==> config.mk <==
export PLATFORM = sky130hd
export DESIGN_NAME = lfsr_gen_param
export DESIGN_NICKNAME = d
export VERILOG_FILES = /design/src/rtl/lfsr_pkg.sv /design/src/rtl/lfsr_next.sv /design/src/rtl/lfsr_gen_param.sv
export SDC_FILE = /design/constraint.sdc
export NUM_CORES = 1
export LEC_CHECK = 0
export CAP_MARGIN = 20
export CORE_ASPECT_RATIO = 1.5
export CORE_MARGIN = 2
export CORE_UTILIZATION = 58
export CTS_CLUSTER_SIZE = 14
export DETAILED_ROUTE_END_ITERATION = 8
export GPL_TIMING_DRIVEN = 0
export PLACE_DENSITY_LB_ADDON = 0.12
export SYNTH_ARGS = -nofsm -noshare
export SYNTH_HDL_FRONTEND = slang
export SYNTH_SLANG_ARGS = --single-unit
==> constraint.sdc <==
create_clock -name sys_clk -period 6.75 [get_ports sys_clk]
set_input_delay 0.675 -clock sys_clk [delete_from_list [all_inputs] [get_ports sys_clk]]
set_output_delay 0.675 -clock sys_clk [all_outputs]
set_load 0.02 [all_outputs]
==> src/rtl/lfsr_pkg.sv <==
// Shared constants and helpers for the parametrised LFSR generator.
package lfsr_pkg;

    // Feedback structure selected by the mode input.
    localparam logic MODE_FIB = 1'b0;
    localparam logic MODE_GAL = 1'b1;

    // Reference tap masks for the common widths.
    localparam logic [7:0]  FIB_TAPS_8  = 8'hB8;
    localparam logic [31:0] FIB_TAPS_32 = 32'h80200003;
    localparam logic [7:0]  GAL_POLY_8  = 8'h1D;
    localparam logic [31:0] GAL_POLY_32 = 32'h00400007;

    // What the state register does on a given cycle.
    typedef enum logic [1:0] {
        ACT_HOLD    = 2'd0,
        ACT_SEED    = 2'd1,
        ACT_RECOVER = 2'd2,
        ACT_STEP    = 2'd3
    } lfsr_act_e;

    // Even/odd parity of a vector; narrower operands are zero-extended.
    function automatic logic parity64(input logic [63:0] vec);
        return ^vec;
    endfunction

endpackage

==> src/rtl/lfsr_next.sv <==
// Combinational next-state function for Fibonacci or Galois LFSR.
module lfsr_next
    import lfsr_pkg::*;
#(
    parameter int WIDTH = 32
) (
    input  logic [WIDTH-1:0] Q,
    input  logic [WIDTH-1:0] poly,
    input  logic             mode,
    output logic [WIDTH-1:0] next
);

    logic fb_s;

    // Shift left; Fibonacci inserts tap parity, Galois folds the MSB back through the mask.
    always_comb begin
        fb_s = parity64(64'(Q & poly));
        next = {WIDTH{1'b0}};
        case (mode)
            MODE_FIB: next = {Q[WIDTH-2:0], fb_s};
            MODE_GAL: begin
                if (Q[WIDTH-1]) begin
                    next = {Q[WIDTH-2:0], 1'b0} ^ poly;
                end else begin
                    next = {Q[WIDTH-2:0], 1'b0};
                end
            end
            default: next = {Q[WIDTH-2:0], fb_s};
        endcase
    end

endmodule

==> src/rtl/lfsr_gen_param.sv <==
// Parametrised pseudo-random generator with run-time taps, seed loading,
// all-zero lock-up recovery and period measurement.
module lfsr_gen_param
    import lfsr_pkg::*;
#(
    parameter int               WIDTH        = 32,
    parameter logic [WIDTH-1:0] DEFAULT_POLY = WIDTH'(32'h80200003),
    parameter logic [WIDTH-1:0] DEFAULT_SEED = WIDTH'(32'h00000001)
) (
    input  logic             sys_clk,
    input  logic             sys_rst,
    input  logic             en,
    input  logic             mode,
    input  logic             seed_load,
    input  logic [WIDTH-1:0] seed,
    input  logic             poly_load,
    input  logic [WIDTH-1:0] poly,
    output logic [WIDTH-1:0] Q,
    output logic             lockup,
    output logic             period_done,
    output logic [WIDTH-1:0] period_len
);

    localparam logic [WIDTH-1:0] ZERO_W = {WIDTH{1'b0}};
    localparam logic [WIDTH-1:0] ONES_W = {WIDTH{1'b1}};
    localparam logic [WIDTH-1:0] ONE_W  = {{(WIDTH-1){1'b0}}, 1'b1};

    logic [WIDTH-1:0] q_r;
    logic [WIDTH-1:0] poly_r;
    logic [WIDTH-1:0] seed_r;
    logic [WIDTH-1:0] step_cnt_r;
    logic [WIDTH-1:0] period_len_r;
    logic             lockup_r;
    logic             period_done_r;

    logic [WIDTH-1:0] next_s;
    logic [WIDTH-1:0] cnt_inc_s;
    lfsr_act_e        act_s;

    logic [WIDTH-1:0] q_d_s;
    logic [WIDTH-1:0] poly_d_s;
    logic [WIDTH-1:0] seed_d_s;
    logic [WIDTH-1:0] cnt_d_s;
    logic [WIDTH-1:0] plen_d_s;
    logic             lockup_d_s;
    logic             period_done_d_s;

    // The step always uses the tap mask held before any poly_load this cycle.
    lfsr_next #(
        .WIDTH (WIDTH)
    ) u_next (
        .Q    (q_r),
        .poly (poly_r),
        .mode (mode),
        .next (next_s)
    );

    // Per-cycle action: seed load beats lock-up recovery beats a normal step.
    always_comb begin
        act_s = ACT_HOLD;
        if (seed_load) begin
            act_s = ACT_SEED;
        end else if (en && (q_r == ZERO_W)) begin
            act_s = ACT_RECOVER;
        end else if (en) begin
            act_s = ACT_STEP;
        end else begin
            act_s = ACT_HOLD;
        end
    end

    // Saturating step counter increment.
    always_comb begin
        if (step_cnt_r == ONES_W) begin
            cnt_inc_s = ONES_W;
        end else begin
            cnt_inc_s = step_cnt_r + ONE_W;
        end
    end

    // Next values of all architectural registers.
    always_comb begin
        q_d_s           = q_r;
        seed_d_s        = seed_r;
        cnt_d_s         = step_cnt_r;
        plen_d_s        = period_len_r;
        lockup_d_s      = 1'b0;
        period_done_d_s = 1'b0;

        if (poly_load) begin
            poly_d_s = poly;
        end else begin
            poly_d_s = poly_r;
        end

        case (act_s)
            ACT_SEED: begin
                cnt_d_s = ZERO_W;
                if (seed == ZERO_W) begin
                    q_d_s      = DEFAULT_SEED;
                    seed_d_s   = DEFAULT_SEED;
                    lockup_d_s = 1'b1;
                end else begin
                    q_d_s    = seed;
                    seed_d_s = seed;
                end
            end
            ACT_RECOVER: begin
                q_d_s      = DEFAULT_SEED;
                cnt_d_s    = ZERO_W;
                lockup_d_s = 1'b1;
            end
            ACT_STEP: begin
                q_d_s = next_s;
                if (next_s == seed_r) begin
                    period_done_d_s = 1'b1;
                    plen_d_s        = cnt_inc_s;
                    cnt_d_s         = ZERO_W;
                end else begin
                    cnt_d_s = cnt_inc_s;
                end
            end
            ACT_HOLD: begin
                q_d_s = q_r;
            end
            default: begin
                q_d_s = q_r;
            end
        endcase
    end

    // State and output registers with synchronous reset.
    always_ff @(posedge sys_clk) begin
        if (sys_rst) begin
            q_r           <= DEFAULT_SEED;
            seed_r        <= DEFAULT_SEED;
            poly_r        <= DEFAULT_POLY;
            step_cnt_r    <= ZERO_W;
            period_len_r  <= ZERO_W;
            lockup_r      <= 1'b0;
            period_done_r <= 1'b0;
        end else begin
            q_r           <= q_d_s;
            seed_r        <= seed_d_s;
            poly_r        <= poly_d_s;
            step_cnt_r    <= cnt_d_s;
            period_len_r  <= plen_d_s;
            lockup_r      <= lockup_d_s;
            period_done_r <= period_done_d_s;
        end
    end

    assign Q           = q_r;
    assign lockup      = lockup_r;
    assign period_done = period_done_r;
    assign period_len  = period_len_r;

endmodule

# Yosys cells after proc, flatten, opt, wreduce, memory -nomap -nowiden
# Index checks and enable logic that the tools add are counted.
[totals] register_bits=162 latchBits=0 ramBits=0 mem_bits_ro=0 inputBits=70 out_inout_bits=66 word_cells=39 n_memories=0
[op_classes] addsub=1 n_mul=0 div=0 order_cmp=0 eq_ne=5 shift=0 n_mux=13 n_bitwise=4 n_reduce_logical=9
[ops] cell="32-bit two-way mux" n=4
[ops] cell="32-bit one-hot mux with 2 select lines" n=2
[ops] cell="32-bit one-hot mux with 3 select lines" n=1
[ops] cell="32-bit logical NOT" n=2
[ops] cell="64-bit XOR reduction" n=1
[ops] cell="32-bit by 1-bit adder with 32-bit output, second input constant" n=1
[ops] cell="32-bit bitwise AND" n=1
[ops] cell="32-bit == test" n=1
[ops] cell="32-bit == test, second input constant" n=1
[ops] cell="32-bit bitwise XOR" n=1
[ops] cell="2-bit two-way mux" n=3
[ops] cell="2-bit == test, second input constant" n=2
[ops] cell="2-bit OR reduction" n=2
[ops] cell="2-bit by 1-bit == test with 1-bit output, second input constant" n=1
[ops] cell="2-bit logical NOT" n=1
[ops] cell="1-bit two-way mux" n=2
[ops] cell="1-bit inverter" n=2
[ops] cell="1-bit one-hot mux with 2 select lines" n=1
[ops] cell="2-bit AND reduction" n=1
[ops] cell="2-bit nonzero test" n=1
[ops] cell="1-bit logical AND" n=1

# Logic depth before layout (Yosys ltp)
# Gate-level depths: netlist (run 1).
[logic_depth] word_depth=7 ltp_mapped=15 mapped_depth_nobuf=11

# Modules after synthesis
# Synthesis (run 1) repeated with hierarchy kept, for this count alone.
[unflattened] cells_unflattened=1064 hier_area_um2=8569.5
[modules_own_cells] module="lfsr_gen_param" instances=1 cells_per_inst=932 area_per_inst_um2=7759.9 seq_area_each_um2=3243.1
[modules_own_cells] module="lfsr_next" instances=1 cells_per_inst=132 area_per_inst_um2=809.5 seq_area_each_um2=0.0

# Worst setup path before layout (run 1)
# OpenSTA, ideal clock, no wires.
[synth_path] path_kind="input to register" start="input mode" end="register period_len_r[12], in the netlist period_len[12]" setup_time_ns=0.142 arrival_ns=2.864 required_time_ns=6.608 setup_slack_ns=3.744 cell_stages=13 path_cell_list="buf_2 -> and2_1 -> buf_2 -> buf_6 -> a21oi_1 -> a2111oi_0 -> o2111ai_1 -> nor4_1 -> and4_1 -> nand2_1 -> nor2_2 -> buf_4 -> a311oi_1"
[synth_between] elab_chain_cells=4
[synth_lines] element="start: declaration" line="lfsr_gen_param.sv:13" rtl="input logic mode,"
[synth_lines] element="1-bit inverter" line="lfsr_next.sv:19" rtl="case (mode)"
[synth_lines] element="32-bit one-hot mux with 2 select lines (*)" line="lfsr_next.sv:19"
[synth_lines] element="32-bit == test (*)" line="lfsr_gen_param.sv:115" rtl="if (next_s == seed_r) begin"
[synth_lines] element="2-bit AND reduction (no line) (*)"
[synth_lines] element="end signal: assignment" line="lfsr_gen_param.sv:147" rtl="period_len_r <= plen_d_s;"
[synth_lines] element="end: declaration" line="lfsr_gen_param.sv:32" rtl="logic [WIDTH-1:0] period_len_r;"
# Every way passes the cells marked *; elsewhere a longest branch is shown, timed or not.
# A chain may end at the register's enable or synchronous reset.

# Final worst setup path (run 1)
[layout_path] start="input en" end="register q_r[21], in the netlist Q[21]"
[layout_between] elab_chain_cells=5 word_cells_on_any_way=9 classes_between="eq/ne (3); mux (4); reduce/logical (2)"
[layout_lines] element="start: declaration" line="lfsr_gen_param.sv:12" rtl="input logic en,"
[layout_lines] element="2-bit two-way mux / 1-bit logical AND (equally long branches)" line="lfsr_gen_param.sv:65, lfsr_gen_param.sv:63"
[layout_lines] element="2-bit two-way mux (*)" line="lfsr_gen_param.sv:63" rtl="end else if (en && (q_r == ZERO_W)) begin"
[layout_lines] element="2-bit two-way mux (*)" line="lfsr_gen_param.sv:61" rtl="if (seed_load) begin"
[layout_lines] element="2-bit == test / 2-bit by 1-bit == test with 1-bit output (equally long branches)" line="lfsr_gen_param.sv:96" rtl="case (act_s)"
[layout_lines] element="32-bit one-hot mux with 3 select lines" line="lfsr_gen_param.sv:96"
[layout_lines] element="end signal: assignment" line="lfsr_gen_param.sv:143" rtl="q_r <= q_d_s;"
[layout_lines] element="end: declaration" line="lfsr_gen_param.sv:28" rtl="logic [WIDTH-1:0] q_r;"
# Marked as above.

==> flow_summary.rst, run 1 <==
.. list-table::
   :header-rows: 1

   * - Metric
     - Value
   * - Run status
     - completed
   * - Dominant register cell in the synthesized netlist
     - sky130_fd_sc_hd__dfxtp_1
   * - Final cycle utilization of the critical path
     - 0.671
   * - Overall routing resource usage
     - 0.379
   * - Leftover overflow at the end of global routing
     - 0
   * - Maximum fanout along the worst path
     - 10
   * - Total via count in the routed design
     - 8445
   * - Power per standard cell area
     - 222 nW/um^2
   * - Buffer depth of the longest clock path
     - 2
   * - Kind of path behind the tightest hold check
     - reg -> reg
   * - Count of placed standard cells in the final layout, fillers left out
     - 1361
   * - Final total negative setup slack
     - 0 ps
   * - Number of nets in the final layout
     - 1226
   * - Number of enable-type register cells in the synthesized netlist
     - 0
   * - Worst-case register-to-register setup slack
     - 2600 ps
   * - Skew final
     - 10.0 ps
   * - Number of cells produced by synthesis
     - 1000
   * - DP HPWL
     - 22.7 mm
   * - Final hold violation count
     - 0
   * - Number of vias per cell
     - 6.20
   * - Critical path buffer and inverter count
     - 5
   * - TritonCTS clock tree
     - done
   * - Max stage delay on crit path
     - 830 ps
   * - Final worst-path setup slack
     - 2220 ps
   * - RSZ-0062 raised after global routing
     - no
   * - Max rail drop VDD
     - 0.177 mV
   * - Final weighted congestion of routability-driven global placement
     - 0.956
   * - Number of cells on the worst reg-to-reg path
     - 13
   * - Slew of the pin with the lowest slew margin
     - 1050 ps
   * - Clock tree root driver cell
     - sky130_fd_sc_hd__clkbuf_16
   * - Resized cells post-CTS
     - 0
   * - Via count of the first global-routing pass
     - 8332
   * - Number of core rows
     - 54
   * - Share of the yosys chip area belonging to registers
     - 0.379
   * - Clock tree sinks
     - 162
   * - Worst R2R End
     - period_len[12]$_SDFFE_PP0P_
   * - Wire length per cell
     - 21.7 um
   * - Chip height
     - 153 um
   * - Clock input transition at the sequential cells of the worst setup and hold paths
     - 70 ps
   * - Area of all placed cells without fillers
     - 10700 um^2
   * - Critical path, cell by cell
     - clkdlybuf4s50_1 -> clkbuf_1 -> nor2_1 -> clkbuf_1 -> a31oi_1 -> ha_1 -> inv_1 -> nor2_1 -> clkbuf_1 -> a221oi_1 -> nor2_1
   * - Area enclosed by the die boundary
     - 15800 um^2
   * - Hold worst-path end
     - period_len[14]$_SDFFE_PP0P_
   * - Chip width
     - 103 um
   * - Final antenna-violating net count
     - 0
   * - Mapped Nets
     - 1074
   * - Total of flip-flops plus latches after synthesis
     - 162
   * - Average cell area after synthesis
     - 8.56 um^2
   * - Min cycle time layout
     - 4530 ps
   * - Area delta synth->final
     - 25.0%
   * - Share of synthesized flip-flops with an asynchronous set or reset
     - 0
   * - Antenna Diode Count
     - 0
   * - H-Tree Depth
     - 4
   * - Wire length after detailed routing
     - 29.5 mm
   * - First-pass GRT wire length
     - 44.6 mm
   * - Initial DRT Pass Iterations
     - 5
   * - Clk_lat worst skew
     - 440 ps
   * - Upper clock frequency limit
     - 221 MHz
   * - Number of buffers created by CTS
     - 17
   * - Number of failing setup endpoints in the final timing report
     - 0
   * - Area inside the core boundary
     - 14500 um^2
   * - Maximum number of pins on one net before global-route repair
     - 17
   * - Count of buffers added by post-CTS timing repair for setup
     - 0
   * - Worst Setup End Kind
     - flop
   * - Reported max-cap violation count
     - 0
   * - Hold-fix buffers, CTS
     - 0
   * - Number of max-slew violations in the final report
     - 0
   * - Synth unique cells
     - 58
   * - Source of the worst register-to-register timing path
     - Q[31]$_SDFFE_PP0P_
   * - Rel. slew slack
     - 0.297
   * - Pre-CTS worst setup slack
     - 1970 ps
   * - Residual DRC
     - 0
   * - Data required, critical path
     - 7130 ps
   * - Cell count after placement
     - 1329
   * - Synth warnings
     - 0
   * - Startpoint kind of the worst setup timing path
     - input port
   * - Crit Path Class
     - in -> reg
   * - Number of buffers added on ports
     - 133
   * - Starting Density
     - 0.592
   * - I/O pins
     - 136
   * - P_leak
     - 3.91 nW
   * - Number of antenna violations at the first check in global routing
     - 0
   * - Arrival time at the worst endpoint
     - 4910 ps
   * - Fillers
     - 1170
   * - CP delay by family, top
     - buffers and inverters
   * - Synth Cell Area
     - 8560 um^2
   * - Fraction of layout instances using a drive strength above 1
     - 0.0541
   * - Initial DRC count
     - 626
   * - Count of cells along the worst hold path
     - 2
   * - Crit path max-delay cell type
     - sky130_fd_sc_hd__nor2_1
   * - Critical hold path startpoint
     - period_len[14]$_SDFFE_PP0P_
   * - DP Area
     - 10100 um^2
-- logic make-up (layout without fill, tap and decap cells) --
family          count (synthesis)  in the layout  share of synthesized area
compound gates                192            192                      0.159
xor+xnor                      127            127                      0.131
fa+ha+maj                       4              4                    0.00585
buf+inv                        83            248                     0.0417
flops                         162            162                      0.379
mux                            67             67                     0.0787
simple gates                  365            365                      0.205
-- routing by layer --
layer,share of wire,GRT usage
met1,0.34,0.376
met2,0.51,0.661
met3,0.060,0.0651
met4,0.088,0.311
met5,0,0
-- flip-flops by register name (all words and copies together), names as in the netlist --
signal,cells
Q,32
lockup,1
period_done,1
period_len,32
poly_r,32
seed_r,32
step_cnt_r,32
-- metrics by stage --
stage	total power [mW]	util	hold WS, ps
after floorplan	1.28	-	475
after global placement	1.44	0.701	461
after detailed placement	1.45	0.701	473
after CTS	2.36	0.740	481
after global routing	2.44	0.740	517
final	2.37	0.740	475
-- worst min-delay path, cell delays in order (launching register included) --
cell,delay [ps]
sky130_fd_sc_hd__dfxtp_1,310
sky130_fd_sc_hd__o21ai_0,60
sky130_fd_sc_hd__a21oi_1,60
-- cells in the mapped netlist (3+ instances only) --
cell                       instances  share of area
sky130_fd_sc_hd__nand3_1          32          0.019
sky130_fd_sc_hd__and3_1            7         0.0051
sky130_fd_sc_hd__nand2_1          95          0.042
sky130_fd_sc_hd__o21ai_0           9         0.0053
sky130_fd_sc_hd__a31oi_1          10         0.0073
sky130_fd_sc_hd__buf_1             6         0.0026
sky130_fd_sc_hd__xor2_1           40          0.041
sky130_fd_sc_hd__dfxtp_1         162           0.38
sky130_fd_sc_hd__a211oi_1          4         0.0035
sky130_fd_sc_hd__a221oi_1         24          0.025
sky130_fd_sc_hd__nor2_1          122          0.054
sky130_fd_sc_hd__nand2b_1          4         0.0029
sky130_fd_sc_hd__a22oi_1           3         0.0026
sky130_fd_sc_hd__nand4_1          15          0.011
sky130_fd_sc_hd__xnor2_1          86          0.088
sky130_fd_sc_hd__a211o_1           6         0.0061
sky130_fd_sc_hd__a311oi_1         34          0.035
sky130_fd_sc_hd__buf_4             3         0.0026
sky130_fd_sc_hd__ha_1              4         0.0058
sky130_fd_sc_hd__inv_1             8         0.0035
sky130_fd_sc_hd__or3_1             3         0.0022
sky130_fd_sc_hd__clkbuf_1         49          0.021
sky130_fd_sc_hd__or4_1             4         0.0035
sky130_fd_sc_hd__nor3_1           13         0.0076
sky130_fd_sc_hd__nor4_1           18          0.013
sky130_fd_sc_hd__nand3b_1          4         0.0035
sky130_fd_sc_hd__o22ai_1           3         0.0022
sky130_fd_sc_hd__a22o_1           18          0.018
sky130_fd_sc_hd__and2_1            4         0.0029
sky130_fd_sc_hd__a21oi_1          65          0.038
sky130_fd_sc_hd__nor3b_1          26          0.023
sky130_fd_sc_hd__nor2b_1           9         0.0066
sky130_fd_sc_hd__buf_2            15         0.0088
sky130_fd_sc_hd__mux2i_1          65          0.076
-- cell usage in the layout (no fill, tap or decap), types with 17 or more instances in the layout --
master | synthesis | routed
sky130_fd_sc_hd__clkdlybuf4s50_1 | 0 | 133
sky130_fd_sc_hd__nand2_1 | 95 | 95
sky130_fd_sc_hd__nor2_1 | 122 | 122
sky130_fd_sc_hd__a311oi_1 | 34 | 34
sky130_fd_sc_hd__clkbuf_16 | 0 | 17
sky130_fd_sc_hd__dfxtp_1 | 162 | 162
sky130_fd_sc_hd__a21oi_1 | 65 | 65
sky130_fd_sc_hd__xor2_1 | 40 | 40
sky130_fd_sc_hd__mux2i_1 | 65 | 65
sky130_fd_sc_hd__a221oi_1 | 24 | 24
sky130_fd_sc_hd__a22o_1 | 18 | 18
sky130_fd_sc_hd__clkbuf_1 | 49 | 50
sky130_fd_sc_hd__xnor2_1 | 86 | 86
sky130_fd_sc_hd__nand3_1 | 32 | 32
sky130_fd_sc_hd__nor4_1 | 18 | 18
sky130_fd_sc_hd__nor3b_1 | 26 | 26
-- area by class of cell --
type                            instances  area, um^2  share of cell area
Multi-Input combinational cell        755        4960               0.463
Tap cell                              196         245              0.0229
Inverter                                8        30.0             0.00281
Buffer                                 75         327              0.0305
Sequential cell                       162        3240               0.303
Timing Repair Buffer                  133        1330               0.124
Clock inverter                         11        92.6             0.00866
Clock buffer                           21         470              0.0440
-- worst max-delay path by stage --
| stage | from | to | slack (ps) | cells past startpoint |
|---|---|---|---|---|
| after global routing | mode | period_len[2]$_SDFFE_PP0P_ | 2080 | 14 |
| after CTS | en | Q[21]$_SDFFE_PP0P_ | 2410 | 11 |
| after global placement | en | Q[21]$_SDFFE_PP0P_ | 2020 | 11 |
| after detailed placement | en | Q[21]$_SDFFE_PP0P_ | 1970 | 11 |
| final | en | Q[21]$_SDFFE_PP0P_ | 2220 | 11 |
| after floorplan | mode | period_len[12]$_SDFFE_PP0P_ | 3740 | 13 |
-- power breakdown --
part | internal, mW | switching, mW
logic | 0.168 | 0.233
registers | 0.992 | 0.0461
clock network | 0.507 | 0.428
total | 1.67 | 0.707
No activity file was read; power rests on OpenSTA's default activity.
==> run 2: changes to the inputs <==
--- a/config.mk
+++ b/config.mk
@@ -8,7 +8,7 @@
 export CAP_MARGIN = 20
 export CORE_ASPECT_RATIO = 1.5
 export CORE_MARGIN = 2
-export CORE_UTILIZATION = 58
+export CORE_UTILIZATION = 54
 export CTS_CLUSTER_SIZE = 14
 export DETAILED_ROUTE_END_ITERATION = 8
 export GPL_TIMING_DRIVEN = 0
==> constraint.sdc (replaced) <==
create_clock -name sys_clk -period 4.5 [get_ports sys_clk]
set_input_delay 0.45 -clock sys_clk [delete_from_list [all_inputs] [get_ports sys_clk]]
set_output_delay 0.45 -clock sys_clk [all_outputs]
set_load 0.02 [all_outputs]
==> flow_summary.rst, run 2 (synthesis results as in run 1) <==
.. list-table::
   :header-rows: 1

   * - Metric
     - Value
   * - Final hold violation count
     - 0 (unchanged)
   * - Buffer depth of the longest clock path
     - 2 (unchanged)
   * - Final weighted congestion of routability-driven global placement
     - 0.982 (was 0.956)
   * - Number of buffers added on ports
     - 133 (unchanged)
   * - Power per standard cell area
     - 336 nW/um^2 (was 222 nW/um^2)
   * - Maximum number of pins on one net before global-route repair
     - 17 (unchanged)
   * - Final antenna-violating net count
     - 0 (unchanged)
   * - H-Tree Depth
     - 4 (unchanged)
   * - Arrival time at the worst endpoint
     - 4520 ps (was 4910 ps)
   * - Resized cells post-CTS
     - 0 (unchanged)
   * - Wire length after detailed routing
     - 29.7 mm (was 29.5 mm)
   * - Met3 Resource Use GR
     - 0.0523 (was 0.0651)
   * - Maximum fanout along the worst path
     - 10 (unchanged)
   * - Total via count in the routed design
     - 8367 (was 8445)
   * - Most frequent standard cell in the layout excluding fill and tap cells
     - sky130_fd_sc_hd__dfxtp_1 (unchanged)
   * - Commonest cells after routing, fill and taps aside
     - sky130_fd_sc_hd__dfxtp_1, sky130_fd_sc_hd__clkdlybuf4s50_1, sky130_fd_sc_hd__nor2_1, sky130_fd_sc_hd__nand2_1, sky130_fd_sc_hd__xnor2_1 (unchanged)
   * - Area enclosed by the die boundary
     - 16900 um^2 (was 15800 um^2)
   * - Number of antenna violations at the first check in global routing
     - 0 (unchanged)
   * - Crit Path Class
     - in -> reg (unchanged)
   * - Startpoint kind of the worst setup timing path
     - input port (unchanged)
   * - Clock input transition at the sequential cells of the worst setup and hold paths
     - 60 ps (was 70 ps)
   * - Count of buffers added by post-CTS timing repair for setup
     - 0 (unchanged)
   * - Chip width
     - 107 um (was 103 um)
   * - Worst-case hold slack
     - 488 ps (was 475 ps)
   * - Footprint of the multi-input gates
     - 4960 um^2 (about the same)
   * - Power consumption
     - 3.60 mW (was 2.37 mW)
   * - P_leak
     - 3.92 nW (was 3.91 nW)
   * - Antenna Diode Count
     - 0 (unchanged)
   * - Slew of the pin with the lowest slew margin
     - 874 ps (was 1050 ps)
   * - Crit path max-delay cell type
     - sky130_fd_sc_hd__clkdlybuf4s50_1 (was sky130_fd_sc_hd__nor2_1)
   * - Final cycle utilization of the critical path
     - 0.942
   * - Clock tree root driver cell
     - sky130_fd_sc_hd__clkbuf_16 (unchanged)
   * - Number of nets in the final layout
     - 1226 (unchanged)
   * - Layer carrying the most global-route usage
     - met2 (unchanged)
   * - Kind of path behind the tightest hold check
     - reg -> reg (unchanged)
   * - Data required, critical path
     - 4780 ps (was 7130 ps)
   * - Upper clock frequency limit
     - 236 MHz
   * - Initial DRT Pass Iterations
     - 5 (unchanged)
   * - Run status
     - completed (unchanged)
   * - Residual DRC
     - 0 (unchanged)
   * - Overall routing resource usage
     - 0.355 (was 0.379)
   * - Final total negative setup slack
     - 0 ps (unchanged)
   * - CP delay by family, top
     - simple AND/OR/NAND/NOR gates (was buffers and inverters)
   * - Worst Setup End Kind
     - flop (unchanged)
   * - First-pass GRT wire length
     - 44.9 mm (was 44.6 mm)
   * - Area of all placed cells without fillers
     - 10700 um^2 (about the same)
   * - Rel. slew slack
     - 0.418 (was 0.297)
   * - Starting Density
     - 0.550 (was 0.592)
   * - Hold-fix buffers, CTS
     - 0 (unchanged)
   * - Initial DRC count
     - 485 (was 626)
   * - Via count of the first global-routing pass
     - 8199 (was 8332)
   * - Area delta synth->final
     - 25.2% (was 25.0%)
   * - Wire length per cell
     - 21.7 um (about the same)
   * - Number of buffers created by CTS
     - 17 (unchanged)
   * - DP HPWL
     - 22.8 mm (was 22.7 mm)
   * - Critical path buffer and inverter count
     - 5 (unchanged)
   * - Fillers
     - 1354 (was 1170)
   * - Clock tree sinks
     - 162 (unchanged)
   * - Critical path, cell by cell
     - clkdlybuf4s50_1 -> buf_2 -> and2_1 -> buf_2 -> buf_4 -> nand2_1 -> xnor2_1 -> nand4_1 -> nor4_1 -> and4_1 -> nand2_1 -> nor2_2 -> buf_4 -> a311oi_1 (was clkdlybuf4s50_1 -> clkbuf_1 -> nor2_1 -> clkbuf_1 -> a31oi_1 -> ha_1 -> inv_1 -> nor2_1 -> clkbuf_1 -> a221oi_1 -> nor2_1)
   * - Combined flip-flop and latch cell area
     - 3240 um^2 (unchanged)
   * - Leftover overflow at the end of global routing
     - 0 (unchanged)
   * - Max rail drop VDD
     - 0.182 mV (was 0.177 mV)
   * - Met1 usage
     - 0.353 (was 0.376)
   * - Fraction of layout instances using a drive strength above 1
     - 0.0524 (was 0.0541)
   * - DP Area
     - 10100 um^2 (about the same)
   * - Area inside the core boundary
     - 15600 um^2 (was 14500 um^2)
   * - RSZ-0062 raised after global routing
     - no (unchanged)
   * - Number of max-slew violations in the final report
     - 0 (unchanged)
   * - Chip height
     - 158 um (was 153 um)
   * - Clk_lat worst skew
     - 440 ps (about the same)
   * - Number of failing setup endpoints in the final timing report
     - 0 (unchanged)
   * - Skew final
     - 9.08 ps (was 10.0 ps)
   * - TritonCTS clock tree
     - done (unchanged)
   * - Number of core rows
     - 56 (was 54)
   * - Number of vias per cell
     - 6.12 (was 6.20)
   * - Reported max-cap violation count
     - 0 (unchanged)
   * - Met2 routing resource usage after global routing
     - 0.642 (was 0.661)
   * - I/O pins
     - 136 (unchanged)
   * - Min cycle time layout
     - 4240 ps
   * - Max stage delay on crit path
     - 480 ps (was 830 ps)
==> run 2: worst paths after layout <==
path	start	to	slack, ps	cells after the start
setup reg to reg	Q[31]$_SDFFE_PP0P_	period_len[3]$_SDFFE_PP0P_	320	13
hold / removal	period_len[14]$_SDFFE_PP0P_	period_len[14]$_SDFFE_PP0P_	490	2
hold reg to reg	period_len[14]$_SDFFE_PP0P_	period_len[14]$_SDFFE_PP0P_	490	2
setup / recovery	mode	period_len[3]$_SDFFE_PP0P_	260	14
==> run 2: tightest hold or removal path: cells and delay by family, from the launching register on <==
family,cells,cell delay (ps)
AOI/OAI and AO/OA,2,130
DFF,1,310
==> run 2: report_power, final <==
part	switching, mW	internal [mW]	total, mW
Clock	0.620	0.822	1.44
Combinational	0.350	0.252	0.602
Sequential	0.0702	1.49	1.56
==> run 2: metrics by stage <==
step / cells / setup slack, ps / utilization
6_report: 1368 / 260 / 0.689
5_1_grt: 1368 / 211 / 0.689
4_1_cts: 1368 / 329 / 0.689
3_5_place_dp: 1336 / -95.5 / 0.652
3_3_place_gp: 1336 / -77.3 / 0.652
2_1_floorplan: 1000 / 1690 / -
==> run 2: routing by layer <==
| layer | vias to the layer above | wire [um] |
|---|---|---|
| li1 | 3880 | - |
| met1 | 3931 | 10100 |
| met2 | 410 | 15200 |
| met3 | 146 | 1730 |
| met4 | 0 | 2620 |
| met5 | - | 0 |
==> run 2: final cells by class <==
class | count | area share
Timing Repair Buffer | 133 | 0.124
Multi-Input combinational cell | 755 | 0.463
Tap cell | 203 | 0.0237
Sequential cell | 162 | 0.303
Clock inverter | 11 | 0.0121
Buffer | 75 | 0.0305
Clock buffer | 21 | 0.0411
Inverter | 8 | 0.00280
==> run 3: changes to the inputs <==
--- a/config.mk
+++ b/config.mk
@@ -9,10 +9,12 @@
 export CORE_ASPECT_RATIO = 1.5
 export CORE_MARGIN = 2
 export CORE_UTILIZATION = 54
+export CTS_BUF_LIST = sky130_fd_sc_hd__clkbuf_4 sky130_fd_sc_hd__clkbuf_8 sky130_fd_sc_hd__clkbuf_16
 export CTS_CLUSTER_SIZE = 14
 export DETAILED_ROUTE_END_ITERATION = 8
 export GPL_TIMING_DRIVEN = 0
-export PLACE_DENSITY_LB_ADDON = 0.12
+export PLACE_DENSITY = 0.82
+export RECOVER_POWER = 25
 export SYNTH_ARGS = -nofsm -noshare
 export SYNTH_HDL_FRONTEND = slang
 export SYNTH_SLANG_ARGS = --single-unit
==> flow_summary.rst, run 3 (synthesis results as in run 1) <==
.. list-table::
   :header-rows: 1

   * - Metric
     - Value
   * - Upper clock frequency limit
     - 236 MHz (about the same)
   * - Number of vias per cell
     - 6.17 (was 6.12)
   * - I/O pins
     - 136 (unchanged)
   * - Chip height
     - 158 um (unchanged)
   * - Starting Density
     - 0.550 (unchanged)
   * - Fillers
     - 1306 (was 1354)
   * - Sequential share of power
     - 0.416 (was 0.433)
   * - Reported max-cap violation count
     - 0 (unchanged)
   * - Residual DRC
     - 0 (unchanged)
   * - Count of buffers added by post-CTS timing repair for setup
     - 0 (unchanged)
   * - Final cycle utilization of the critical path
     - 0.942 (about the same)
   * - Overall routing resource usage
     - 0.352 (was 0.355)
   * - Final worst-path setup slack
     - 263 ps (was 260 ps)
   * - Min cycle time layout
     - 4240 ps (about the same)
   * - Crit Path Class
     - in -> reg (unchanged)
   * - RSZ-0062 raised after global routing
     - no (unchanged)
   * - Hold-fix buffers, CTS
     - 0 (unchanged)
   * - Number of nets in the final layout
     - 1226 (unchanged)
   * - Number of buffers added on ports
     - 133 (unchanged)
   * - Initial DRT Pass Iterations
     - 9 (was 5)
   * - Maximum number of pins on one net before global-route repair
     - 17 (unchanged)
   * - Initial DRC count
     - 649 (was 485)
   * - Area delta synth->final
     - 25.9% (was 25.2%)
   * - Maximum fanout along the worst path
     - 10 (unchanged)
   * - Clock tree sinks
     - 162 (unchanged)
   * - Int Pwr
     - 2.65 mW (was 2.56 mW)
   * - Area enclosed by the die boundary
     - 16900 um^2 (unchanged)
   * - Timing startpoint of the critical path
     - en (was mode)
   * - Total via count in the routed design
     - 8445 (was 8367)
   * - Critical path, cell by cell
     - clkdlybuf4s50_1 -> clkbuf_1 -> nor2_1 -> clkbuf_1 -> a31oi_1 -> ha_1 -> inv_1 -> nor2_1 -> clkbuf_1 -> a221oi_1 -> nor2_1 (was clkdlybuf4s50_1 -> buf_2 -> and2_1 -> buf_2 -> buf_4 -> nand2_1 -> xnor2_1 -> nand4_1 -> nor4_1 -> and4_1 -> nand2_1 -> nor2_2 -> buf_4 -> a311oi_1)
   * - Power per standard cell area
     - 348 nW/um^2 (was 336 nW/um^2)
   * - Switching part of the total power
     - 0.293 (was 0.289)
   * - Number of cells on the worst reg-to-reg path
     - 10 (was 13)
   * - Skew final
     - 13.8 ps (was 9.08 ps)
   * - Count of cells along the worst hold path
     - 2 (unchanged)
   * - Area inside the core boundary
     - 15600 um^2 (unchanged)
   * - Antenna Diode Count
     - 0 (unchanged)
   * - Kind of path behind the tightest hold check
     - reg -> reg (unchanged)
   * - Worst Setup End Kind
     - flop (unchanged)
   * - TritonCTS clock tree
     - done (unchanged)
   * - Crit path max-delay cell type
     - sky130_fd_sc_hd__nor2_1 (was sky130_fd_sc_hd__clkdlybuf4s50_1)
   * - H-Tree Depth
     - 4 (unchanged)
   * - Source of the worst register-to-register timing path
     - Q[29]$_SDFFE_PP0P_ (was Q[31]$_SDFFE_PP0P_)
   * - Number of failing setup endpoints in the final timing report
     - 0 (unchanged)
   * - Via count of the first global-routing pass
     - 8355 (was 8199)
   * - Slew of the pin with the lowest slew margin
     - 1030 ps (was 874 ps)
   * - Rel. slew slack
     - 0.309 (was 0.418)
   * - Clock share of power
     - 0.423 (was 0.400)
   * - Startpoint kind of the worst setup timing path
     - input port (unchanged)
   * - Number of max-slew violations in the final report
     - 0 (unchanged)
   * - DP HPWL
     - 22.8 mm (about the same)
   * - Pre-CTS worst setup slack
     - -1.24 ps (was -95.5 ps)
   * - Resized cells post-CTS
     - 0 (unchanged)
   * - Max rail drop VDD
     - 0.245 mV (was 0.182 mV)
   * - Number of core rows
     - 56 (unchanged)
   * - Buffer depth of the longest clock path
     - 2 (unchanged)
   * - Critical hold path startpoint
     - period_len[31]$_SDFFE_PP0P_ (was period_len[14]$_SDFFE_PP0P_)
   * - Clk_lat worst skew
     - 440 ps (about the same)
   * - Most frequent standard cell in the layout excluding fill and tap cells
     - sky130_fd_sc_hd__dfxtp_1 (unchanged)
   * - Wire length after detailed routing
     - 30.0 mm (was 29.7 mm)
   * - Number of antenna violations at the first check in global routing
     - 0 (unchanged)
   * - Worst-case register-to-register setup slack
     - 380 ps (was 320 ps)
   * - Share of total power in combinational logic
     - 0.160 (was 0.167)
   * - Final hold violation count
     - 0 (unchanged)
   * - Arrival time at the worst endpoint
     - 4600 ps (was 4520 ps)
   * - Clock tree root driver cell
     - sky130_fd_sc_hd__clkbuf_16 (unchanged)
   * - First-pass GRT wire length
     - 44.9 mm (about the same)
   * - Area of all placed cells without fillers
     - 10800 um^2 (was 10700 um^2)
   * - Final weighted congestion of routability-driven global placement
     - 1.01 (was 0.982)
   * - Worst R2R End
     - Q[28]$_SDFFE_PP0P_ (was period_len[3]$_SDFFE_PP0P_)
   * - Leftover overflow at the end of global routing
     - 0 (unchanged)
   * - Wire length per cell
     - 21.9 um (was 21.7 um)
   * - Final antenna-violating net count
     - 0 (unchanged)
   * - Fraction of layout instances using a drive strength above 1
     - 0.0549 (was 0.0524)
   * - P_leak
     - 4.04 nW (was 3.92 nW)
   * - Max stage delay on crit path
     - 700 ps (was 480 ps)
   * - Number of buffers created by CTS
     - 17 (unchanged)
   * - Capturing element of the worst setup path
     - Q[3]$_SDFFE_PP0P_ (was period_len[3]$_SDFFE_PP0P_)
   * - Data required, critical path
     - 4860 ps (was 4780 ps)
   * - Clock input transition at the sequential cells of the worst setup and hold paths
     - 70 ps (was 60 ps)
   * - Net switching power of the design
     - 1.10 mW (was 1.04 mW)
   * - Share of the core filled with cells in the final layout
     - 0.692 (was 0.689)
   * - Chip width
     - 107 um (unchanged)
   * - Commonest cells after routing, fill and taps aside
     - sky130_fd_sc_hd__dfxtp_1, sky130_fd_sc_hd__nor2_1, sky130_fd_sc_hd__clkdlybuf4s50_1, sky130_fd_sc_hd__nand2_1, sky130_fd_sc_hd__xnor2_1 (was sky130_fd_sc_hd__dfxtp_1, sky130_fd_sc_hd__clkdlybuf4s50_1, sky130_fd_sc_hd__nor2_1, sky130_fd_sc_hd__nand2_1, sky130_fd_sc_hd__xnor2_1)
   * - DP Area
     - 10100 um^2 (unchanged)
   * - Run status
     - completed (unchanged)
## run 3: power groups by stage
stage,registers (mW),clock network [mW],logic [mW]
6_report,1.56,1.58,0.600
3_3_place_gp,1.59,0,0.577
5_1_grt,1.56,1.64,0.634
2_1_floorplan,1.58,0,0.346
4_1_cts,1.55,1.58,0.590
3_5_place_dp,1.59,0,0.586
## run 3: critical path: cells and delay by family
kind,cells,cell delay (ps)
buf+inv,5,2050
fa+ha+maj,1,370
simple gates,3,990
compound gates,2,720
## run 3: final cells by class
class | count | area [um^2] | area share
clock buffers | 18 | 439 | 0.0408
multi-input cells | 755 | 4960 | 0.460
flip-flops and latches | 162 | 3240 | 0.301
well taps | 203 | 254 | 0.0236
plain buffers | 75 | 327 | 0.0303
inverters | 8 | 30.0 | 0.00279
repair buffers | 133 | 1330 | 0.124
clock inverters | 14 | 190 | 0.0177
## run 3: worst min path at each step
| stage | to | slack (ps) |
|---|---|---|
| global placement | period_len[31]$_SDFFE_PP0P_ | 470 |
| global route | period_len[31]$_SDFFE_PP0P_ | 520 |
| floorplan | poly_r[17]$_SDFFE_PP0P_ | 470 |
| CTS | period_len[31]$_SDFFE_PP0P_ | 490 |
| finish | period_len[31]$_SDFFE_PP0P_ | 490 |
| detailed placement | period_len[31]$_SDFFE_PP0P_ | 480 |
## run 3: per-stage QoR
stage                     power, mW  hold WS (ps)  setup TNS, ps  std cells
after floorplan                1.93           475              0       1000
after global placement         2.16           473              0       1336
after detailed placement       2.17           477          -1.24       1336
after CTS                      3.73           486              0       1368
after global routing           3.83           523              0       1368
final                          3.74           486              0       1368
## run 3: layer usage
layer | routed length (um) | vias to the layer above | GRT usage
li1 | - | 3875 | -
met1 | 10400 | 3947 | 0.352
met2 | 15600 | 480 | 0.657
met3 | 1890 | 143 | 0.0552
met4 | 2160 | 0 | 0.245
met5 | 0 | - | 0
==> RTL edit: new RTL, config.mk and constraints of run 2 <==
`WIDTH` is set to 32 in 2 places; all go to 24.
--- a/src/rtl/lfsr_next.sv
+++ b/src/rtl/lfsr_next.sv
@@ -2,7 +2,7 @@
 module lfsr_next
     import lfsr_pkg::*;
 #(
-    parameter int WIDTH = 32
+    parameter int WIDTH = 24
 ) (
     input  logic [WIDTH-1:0] Q,
     input  logic [WIDTH-1:0] poly,
--- a/src/rtl/lfsr_gen_param.sv
+++ b/src/rtl/lfsr_gen_param.sv
@@ -3,7 +3,7 @@
 module lfsr_gen_param
     import lfsr_pkg::*;
 #(
-    parameter int               WIDTH        = 32,
+    parameter int               WIDTH        = 24,
     parameter logic [WIDTH-1:0] DEFAULT_POLY = WIDTH'(32'h80200003),
     parameter logic [WIDTH-1:0] DEFAULT_SEED = WIDTH'(32'h00000001)
 ) (
Interface: changed (resized Q, period_len, poly and seed); port bits go from 136 to 104. No check against the original RTL was run, so the function may have changed too.
==> RTL edit against run 2 <==
  * Core utilization rose by 1.6 points
  * Final cell count fell by 26%
  * Design area down 25%
  * Wire length shrank 30%
  * Worst hold slack better by 13 ps
  * Combinational power fell by 42%
  * Sequential share of layout area up 0.091 points
  * Total power decreased by 20%
  * Non-clock buffer count down 56
  * Worst setup slack improved by 720 ps
  * Register-to-register slack better by 740 ps
  * Sequential cell count is 40 lower
  * Area after synthesis decreased by 27%
==> RTL edit: results (changes against run 2) <==
- Status: complete, no violations
- Adder-cell share of the synthesized area: 0.800% (+0.21 points)
- Worst Skew: 10.6 ps (+1.57 ps)
- PwrDens: 359 nW/µm² (+6.8%)
- Largest cells by area after synthesis: dfxtp_1, mux2i_1, xor2_1
- Post-DP HPWL: 15.6 mm (-32%)
- Clk. pwr: 0.00137 W (-5%)
- Synth Area in Compound Gates: 12.2% (-3.7 points)
- Leak pwr: 3.03 nW (-23%)
- Slowest CP cell: clkbuf_1
- Min-Delay Startpoint: period_len[13]
- Fill count: 951 (-30%)
- CP max stage delay: 630 ps (+150 ps)
- Leading cell types by count after synthesis: dfxtp_1, nor2_1, nand2_1
- Crit. Startpoint: en
- Placed Cells: 977 (-27%)
- Final net count: 904 (-26%)
- Area occupied by registers: 2440 µm² (-25%)
- Logic pwr share: 12.0% (-4.7 points)
- Final wirelength: 20.7 mm (-30%)
- Final hold slack: 502 ps (+13.3 ps)
- Vias: 5961 (-29%)
- Layout cells sized above 1: 6.75% (+1.5 points)
- Vias in the first global route: 5935 (-28%)
- Sw Share: 27.1% (-1.8 points)
- Iter 0 DRT Violations: 475 (-2.1%)
- Post-Synth XOR/XNOR Area: 12.2% (-0.87 points)
- Hold endpoint: period_len[13]
- Worst-skew pair later-pin latency: 410 ps (-30 ps)
- R2r worst-path depth: 12 (-1)
- First-pass GRT wire length: 31.4 mm (-30%)
- Worst-margin pin slew: 780 ps (-93.4 ps)
- Reg2reg setup slack: 1060 ps (+740 ps)
- Net Count, Synth: 784 (-27%)
- Non-Filler Instances: 1009 (-26%)
- Reg-to-reg endpoint: period_len[6]
- Total track usage: 33.3% (-2.2 points)
- Synth cell types: 48 (-17%)
- Termination of the worst setup path: seed_r[10]
- Post-Place Worst Slack: 623 ps (+718 ps)
- Maximum vdd drop: 270 µV (+49%)
- Cell Area, Placed: 7460 µm² (-26%)
- Worst Path Arrival: 3790 ps (-730 ps)
[RTL edit: per-layer routing]
| layer | GRT usage (%) | part of all wire, % | vias up |
|---|---|---|---|
| li1 | - | - | 2769 |
| met1 | 34.4 | 35 | 2844 |
| met2 | 61.4 | 53 | 272 |
| met3 | 5.32 | 5.5 | 76 |
| met4 | 22.3 | 6.2 | 0 |
| met5 | 0 | 0 | - |
[RTL edit: critical path, delay by kind of cell]
kind / cells / cell delay, ps
adder cells (fa/ha/maj): 1 / 180
AND/OR/NAND/NOR: 3 / 560
buffers and inverters: 5 / 2330
multiplexers: 1 / 270
[RTL edit: cell type report]
type | instances | share of cell area (%)
timing repair buffer | 101 | 12.5
clock buffer | 17 | 5.29
clock inverter | 15 | 2.04
sequential | 122 | 30.4
buffer | 51 | 2.99
inverter | 7 | 0.327
tap | 150 | 2.33
multi-input combinational | 546 | 44.1
